--- config.mk ---
export PLATFORM = sky130hd
export DESIGN_NAME = pll_fir_sched
export DESIGN_NICKNAME = d
export VERILOG_FILES = /design/src/rtl/pll_fir_sched.sv
export SDC_FILE = /design/constraint.sdc
export NUM_CORES = 1
export LEC_CHECK = 0
export CORE_UTILIZATION = 40
export CTS_CLUSTER_DIAMETER = 120
export DETAILED_ROUTE_END_ITERATION = 6
export HOLD_SLACK_MARGIN = 0.08
export SYNTH_ARGS = -nofsm -noshare
export SYNTH_HDL_FRONTEND = slang
export SYNTH_SLANG_ARGS = --single-unit
--- constraint.sdc ---
create_clock -name clk -period 1.7 [get_ports clk]
set_input_delay 0.34 -clock clk [delete_from_list [all_inputs] [get_ports clk]]
set_output_delay 0.34 -clock clk [all_outputs]
set_load 0.01 [all_outputs]
--- src/rtl/pll_fir_sched.sv ---
// Scheduler for the ADPLL low-pass cascade: three decimating FIR stages share one
// MAC datapath; this block grants jobs, issues tap sequences and raises df_update.
`timescale 1ns/1ps
module pll_fir_sched #(
    parameter int NTAPS   = 21,
    parameter int TAP_W   = 5,
    parameter int DEC     = 10,
    parameter int MAC_LAT = 2
) (
    input  logic             clk,
    input  logic             rst_n,
    input  logic             en,
    input  logic             sample_valid,
    input  logic             ovr_clr,
    output logic             mac_en,
    output logic             mac_clr,
    output logic             mac_last,
    output logic [TAP_W-1:0] tap_idx,
    output logic [1:0]       mac_stage,
    output logic [2:0]       stage_done,
    output logic             df_update,
    output logic             busy,
    output logic [2:0]       ovr
);

    localparam int CW = (DEC > 1) ? $clog2(DEC) : 1;
    localparam int DW = (MAC_LAT > 1) ? $clog2(MAC_LAT) : 1;

    localparam logic [1:0] S_IDLE  = 2'd0;
    localparam logic [1:0] S_RUN   = 2'd1;
    localparam logic [1:0] S_DRAIN = 2'd2;

    localparam logic [TAP_W-1:0] TAP_LAST   = TAP_W'(NTAPS - 1);
    localparam logic [DW-1:0]    DRAIN_LAST = DW'(MAC_LAT - 1);
    localparam logic [CW-1:0]    CNT_LAST   = CW'(DEC - 1);

    function automatic logic [2:0] stage_onehot(input logic [1:0] stage);
        case (stage)
            2'd1:    stage_onehot = 3'b001;
            2'd2:    stage_onehot = 3'b010;
            2'd3:    stage_onehot = 3'b100;
            default: stage_onehot = 3'b000;
        endcase
    endfunction

    logic [1:0]       state_r, state_s;
    logic [DW-1:0]    drain_r, drain_s;
    logic [TAP_W-1:0] tap_s;
    logic [1:0]       stage_s;
    logic [2:0]       pending_r, pending_s;
    logic [CW-1:0]    cnt1_r, cnt2_r;
    logic [2:0]       req_s, grant_s, ovr_s, done_s;

    // Request sources and fixed-priority grant (stage 1 first), only from IDLE with en
    always_comb begin
        req_s[0] = sample_valid & en;
        req_s[1] = stage_done[0] & (cnt1_r == CNT_LAST);
        req_s[2] = stage_done[1] & (cnt2_r == CNT_LAST);
        grant_s  = 3'b000;
        if ((state_r == S_IDLE) && en) begin
            if (pending_r[0]) begin
                grant_s = 3'b001;
            end else if (pending_r[1]) begin
                grant_s = 3'b010;
            end else if (pending_r[2]) begin
                grant_s = 3'b100;
            end else begin
                grant_s = 3'b000;
            end
        end else begin
            grant_s = 3'b000;
        end
        // A request coinciding with its own grant re-arms the bit instead of overrunning
        pending_s = (pending_r & ~grant_s) | req_s;
        ovr_s     = ((ovr_clr == 1'b1) ? 3'b000 : ovr) | (req_s & pending_r & ~grant_s);
    end

    // Job sequencing: IDLE -> RUN (NTAPS taps) -> DRAIN (MAC_LAT cycles) -> IDLE
    always_comb begin
        state_s = state_r;
        drain_s = drain_r;
        tap_s   = {TAP_W{1'b0}};
        stage_s = mac_stage;
        case (state_r)
            S_IDLE: begin
                drain_s = {DW{1'b0}};
                if (grant_s != 3'b000) begin
                    state_s = S_RUN;
                    stage_s = grant_s[0] ? 2'd1 : (grant_s[1] ? 2'd2 : 2'd3);
                end else begin
                    stage_s = 2'd0;
                end
            end
            S_RUN: begin
                if (tap_idx == TAP_LAST) begin
                    state_s = S_DRAIN;
                    drain_s = {DW{1'b0}};
                end else begin
                    tap_s = tap_idx + TAP_W'(1);
                end
            end
            S_DRAIN: begin
                if (drain_r == DRAIN_LAST) begin
                    state_s = S_IDLE;
                    stage_s = 2'd0;
                end else begin
                    drain_s = drain_r + DW'(1);
                end
            end
            default: begin
                state_s = S_IDLE;
                stage_s = 2'd0;
            end
        endcase
        if ((state_s == S_DRAIN) && (drain_s == DRAIN_LAST)) begin
            done_s = stage_onehot(stage_s);
        end else begin
            done_s = 3'b000;
        end
    end

    // State, request bookkeeping and registered outputs
    always_ff @(posedge clk or negedge rst_n) begin
        if (!rst_n) begin
            state_r    <= S_IDLE;
            drain_r    <= {DW{1'b0}};
            pending_r  <= 3'b000;
            cnt1_r     <= {CW{1'b0}};
            cnt2_r     <= {CW{1'b0}};
            mac_en     <= 1'b0;
            mac_clr    <= 1'b0;
            mac_last   <= 1'b0;
            tap_idx    <= {TAP_W{1'b0}};
            mac_stage  <= 2'd0;
            stage_done <= 3'b000;
            df_update  <= 1'b0;
            busy       <= 1'b0;
            ovr        <= 3'b000;
        end else begin
            state_r    <= state_s;
            drain_r    <= drain_s;
            pending_r  <= pending_s;
            if (stage_done[0]) begin
                cnt1_r <= (cnt1_r == CNT_LAST) ? {CW{1'b0}} : cnt1_r + CW'(1);
            end else begin
                cnt1_r <= cnt1_r;
            end
            if (stage_done[1]) begin
                cnt2_r <= (cnt2_r == CNT_LAST) ? {CW{1'b0}} : cnt2_r + CW'(1);
            end else begin
                cnt2_r <= cnt2_r;
            end
            mac_en     <= (state_s == S_RUN);
            mac_clr    <= (state_s == S_RUN) && (tap_s == {TAP_W{1'b0}});
            mac_last   <= (state_s == S_RUN) && (tap_s == TAP_LAST);
            tap_idx    <= tap_s;
            mac_stage  <= stage_s;
            stage_done <= done_s;
            df_update  <= done_s[2];
            busy       <= (state_s != S_IDLE);
            ovr        <= ovr_s;
        end
    end

endmodule

==> reports/results.ini, run 1 <==
[yosys]
yosys.area.top_type_share=0.571
post-synth-top-count-cell=dfrtp_1
synth_area_um2=1360
yosysWarnings=0
synth-edff-count=0
syn_avg_cell_area_um2=11.0
netlist_top_cells_area=dfrtp_1 (57%), nand2_1 (3.3%), o21ai_0 (2.6%)
ys_async_sr_fraction=1.00
yosysTopAreaCell=dfrtp_1
ys_seq_area_frac=0.571
ys_ff_latch=31
synthesis.nets=130
synthCells=123
synth_cell_types=35
ys_top_cells_by_count=dfrtp_1 (31), nand2_1 (12), inv_1 (9)
synth_top_flop_cell=dfrtp_1

[cts]
cts_buffer_depth=2
insertion_delay_ns=0.32
htreeDepth=2
cts-root-buf=clkbuf_4
cts_inserted_buffers=5
clock-sinks=31
tritoncts=yes
clk_pin_slew_ns=0.09

[sta]
timing.final.crit_share=0.969
slew_headroom=0.747
grt_setup_unrepaired=no
timing.final.ws_setup_ns=0.0528
max_freq_ghz=0.607
fin_skew_ns=0.00617
worstMarginPinSlew_ns=0.380
whs_ns=0.409
slew_viol_final=0
period_needed_ns=1.65
setup_violations=0
setup_tns_ns=0
hold_violations=0

[setup_path]
crit_type=reg2out
cp-start-kind=flop
cp.required_ns=1.36
cp_top_family=buffers and inverters
critPathMaxFanout=7
crit_path_top_delay_cell=clkdlybuf4s50_1
worstPathCellList=clkdlybuf4s50_1
rr_endpoint=mac_clr$_DFF_PN0_
arrival_ns=1.31
crit-reg2reg-launch=tap_idx[0]$_DFF_PN0_
endpoint_kind=output port
rr_worst_depth=4
slowest_delay_ns=0.56
regToRegSetupSlack_ns=0.27
crit_buf_inv=1

[placement]
gp_congestion=0.729
dp_hpwl_um=1680
io_buffer_count=22
dpl-instance-area_um2=1640
dp_slack_ns=0.0416

[floorplanning]
chipWidth_um=60.3
dieArea_um2=3630
start_util=0.434
num_rows=20
coreArea_um2=3130
die_h_um=60.3
io_pins=23

[global_route]
antenna_found_initial=0
grt_pass1_wl_um=4000
grt_pass1_vias=915
grt.total_usage=0.157
grt-ovfl-total=0
grt_max_degree=32

[drt]
drc=0
via_per_inst=4.80
drtIter0Drc=21
vias=969
drt_wl_total_um=2440
antenna_left=0
avgRoutedWirePerCell_um=12.1
drt_first_pass_iters=4

[final_layout]
utilization=0.559
layout-drive-gt1-share=0.152
syn2layout_area_growth_pct=28.6
nNetsFinal=164
fill_cells=292
n_antenna_cell=0
fin_area_um2=1750

[min_path]
hold_class=in2async

[pwr]
vdd_ir_drop_max_mv=0.857
leakagePower_nw=0.789
power_density_nw_per_um2=1360

[job]
maxCapViolCount=0

[outcome]
status=finished clean

[placed cells by master, fill, tap and decap left out, types with 2 or more instances in the layout]
cell type	n
clkbuf_4	5
buf_4	7
nor3b_1	2
dfrtp_1	27
xnor2_1	4
dfrtp_2	4
ha_1	2
a21o_1	2
nor2b_1	5
o22ai_1	3
xor2_1	4
a21oi_1	5
nor3_1	3
clkdlybuf4s50_1	22
o21ai_1	2
o21ai_0	7
nand3_1	5
inv_1	9
and4b_1	2
nor2_1	6
or3b_1	2
clkbuf_8	2
nand2_1	12
[layout make-up]
type	count	area, µm²	area share
well taps	44	55.1	0.0315
repair buffers	29	273	0.156
multi-input cells	81	537	0.307
inverters	9	33.8	0.0193
clock buffers	8	68.8	0.0394
flip-flops and latches	31	781	0.447
[stage by stage]
stage	power [mW]	instances
after floorplan	1.55	123
after global placement	1.89	189
after detailed placement	1.90	189
after CTS	2.39	197
after global routing	2.58	202
final	2.38	202
[flip-flops by register name, summed over array words and instances (netlist names)]
signal,count
busy,1
cnt1_r,4
cnt2_r,4
df_update,1
drain_r,1
mac_clr,1
mac_en,1
mac_last,1
mac_stage,2
ovr,3
pending_r,3
stage_done,2
state_r,2
tap_idx,5
[worst max path at each step]
stage	start	endpoint	slack, ns	depth (start not counted)
floorplan	tap_idx[0]$_DFF_PN0_	mac_last$_DFF_PN0_	0.40	5
global placement	en	ovr[2]$_DFF_PN0_	0.04	4
detailed placement	en	ovr[2]$_DFF_PN0_	0.04	4
CTS	tap_idx[0]$_DFF_PN0_	tap_idx[0]	0.003	1
global route	tap_idx[2]$_DFF_PN0_	tap_idx[2]	0.001	1
finish	tap_idx[2]$_DFF_PN0_	tap_idx[2]	0.05	1
[timing repair]
action	4_1_cts	5_1_grt
resized for setup	1	3
hold buffers	0	0
setup endpoints to repair	1	6
buffers inserted	0	5
[kinds of logic after synthesis]
logic type / share of synthesized area
flip-flops: 0.571
adder cells (fa/ha/maj): 0.0184
buffers and inverters: 0.0341
AND/OR/NAND/NOR: 0.203
XOR/XNOR: 0.0516
AO/OA/AOI/OAI: 0.122
[routing by layer]
layer	part of all wire	wire length [µm]	vias up	global-route usage
li1	-	-	489	-
met1	0.47	1140	455	0.175
met2	0.47	1150	20	0.265
met3	0.042	103	5	0.0433
met4	0.018	45	0	0.0897
met5	0	0	-	0
[power by group]
group          internal [mW]  switching, mW  leakage (nW)
Combinational          0.420          0.384         0.364
Clock                  0.243          0.230        0.0386
Sequential             0.912          0.195         0.386
Total                   1.58          0.809         0.789
Note: power is estimated with default switching activity, not from simulation.
==> run 2, diff against run 1 <==
- PLACE_DENSITY: default -> 0.62
==> reports/results.ini, run 2 (same netlist as run 1, synthesis figures left out) <==
[setup_path]
crit_buf_inv=1
cp.required_ns=1.36
cp_top_family=buffers and inverters
cp-start-kind=flop
crit_type=reg2out
arrival_ns=1.30
worstPathCellList=clkdlybuf4s50_1
slowest_delay_ns=0.55
crit_path_top_delay_cell=clkdlybuf4s50_1
endpoint_kind=output port
critPathMaxFanout=6

[sta]
max_freq_ghz=0.611
period_needed_ns=1.64
timing.final.crit_share=0.963
slew_headroom=0.747
fin_skew_ns=0.00434
timing.final.ws_setup_ns=0.0628
whs_ns=0.391
setup_tns_ns=0
hold_violations=0
worstMarginPinSlew_ns=0.380
setup_violations=0
slew_viol_final=0
grt_setup_unrepaired=no

[drt]
drt_first_pass_iters=4
vias=967
drt_wl_total_um=2570
drtIter0Drc=46
drc=0
via_per_inst=4.86
antenna_left=0
avgRoutedWirePerCell_um=12.9

[global_route]
grt-ovfl-total=0
grt.total_usage=0.168
grt_pass1_wl_um=4350
grt_pass1_vias=1004
grt_max_degree=32
antenna_found_initial=0

[final_layout]
final_common_cell=dfrtp_1
top_regs=tap_idx (5), cnt1_r (4), cnt2_r (4)
layout_common_cells=dfrtp_1 (26), clkdlybuf4s50_1 (19), nand2_1 (12)
nNetsFinal=161
utilization=0.548
fin_area_um2=1720
syn2layout_area_growth_pct=26.2
stdcell_count=199
largest_reg_flops=5
n_antenna_cell=0
top_register=tap_idx
layout-drive-gt1-share=0.135

[floorplanning]
coreArea_um2=3130
io_pins=23
dieArea_um2=3630
num_rows=20
chipWidth_um=60.3
start_util=0.434
die_h_um=60.3

[cts]
cts-root-buf=clkbuf_4
clock-sinks=31
clk_pin_slew_ns=0.09
cts_buffer_depth=2
tritoncts=yes
htreeDepth=2
cts_inserted_buffers=5
insertion_delay_ns=0.33

[placement]
dp_slack_ns=0.0353
io_buffer_count=22
dp_hpwl_um=1750
dp.cells=189
dpl-instance-area_um2=1640
gp_congestion=0.747

[min_path]
hold_class=in2async

[outcome]
status=finished clean

[pwr]
leakagePower_nw=0.800
power_density_nw_per_um2=1350
vdd_ir_drop_max_mv=0.799
total_power_mw=2.32

[job]
maxCapViolCount=0

run 2: area by class of cell:
type | instances | area [µm²]
sequential | 31 | 782
multi-input combinational | 81 | 537
fill | 292 | 1410
timing repair buffer | 26 | 258
inverter | 9 | 33.8
clock inverter | 1 | 5.00
clock buffer | 7 | 45.0
tap | 44 | 55.1
run 2: worst paths after layout:
path	startpoint	endpoint	slack, ns	cells after the start
min in group clk	mac_stage[0]$_DFF_PN0_	stage_done[1]$_DFF_PN0_	0.49	1
worst min-delay path	rst_n	cnt1_r[3]$_DFFE_PN0P_	0.39	2
worst max register to register	tap_idx[0]$_DFF_PN0_	mac_clr$_DFF_PN0_	0.28	4
worst max-delay path	tap_idx[3]$_DFF_PN0_	tap_idx[3]	0.06	1
max in group asynchronous	rst_n	tap_idx[4]$_DFF_PN0_	1.00	2
worst min register to register	mac_stage[0]$_DFF_PN0_	stage_done[1]$_DFF_PN0_	0.49	1
run 2: power breakdown:
group / internal (mW) / switching (mW) / total (mW)
sequential: 0.914 / 0.196 / 1.11
clock: 0.161 / 0.247 / 0.408
combinational: 0.410 / 0.393 / 0.802
total: 1.48 / 0.836 / 2.32
run 2: what timing repair did:
action	in CTS	in global routing
hold endpoints to repair	0	0
gates resized for setup	3	5
hold buffers	0	0
pin swaps	0	0
setup buffers	1	1
endpoints found under the setup margin	4	5
run 2: metal layers:
| layer | vias to the layer above | GRT usage | routed length (µm) |
|---|---|---|---|
| met4 | 0 | 0.0698 | 25 |
| met2 | 23 | 0.276 | 1240 |
| met1 | 455 | 0.195 | 1180 |
| met3 | 4 | 0.0628 | 123 |
| li1 | 485 | - | - |
| met5 | - | 0 | 0 |
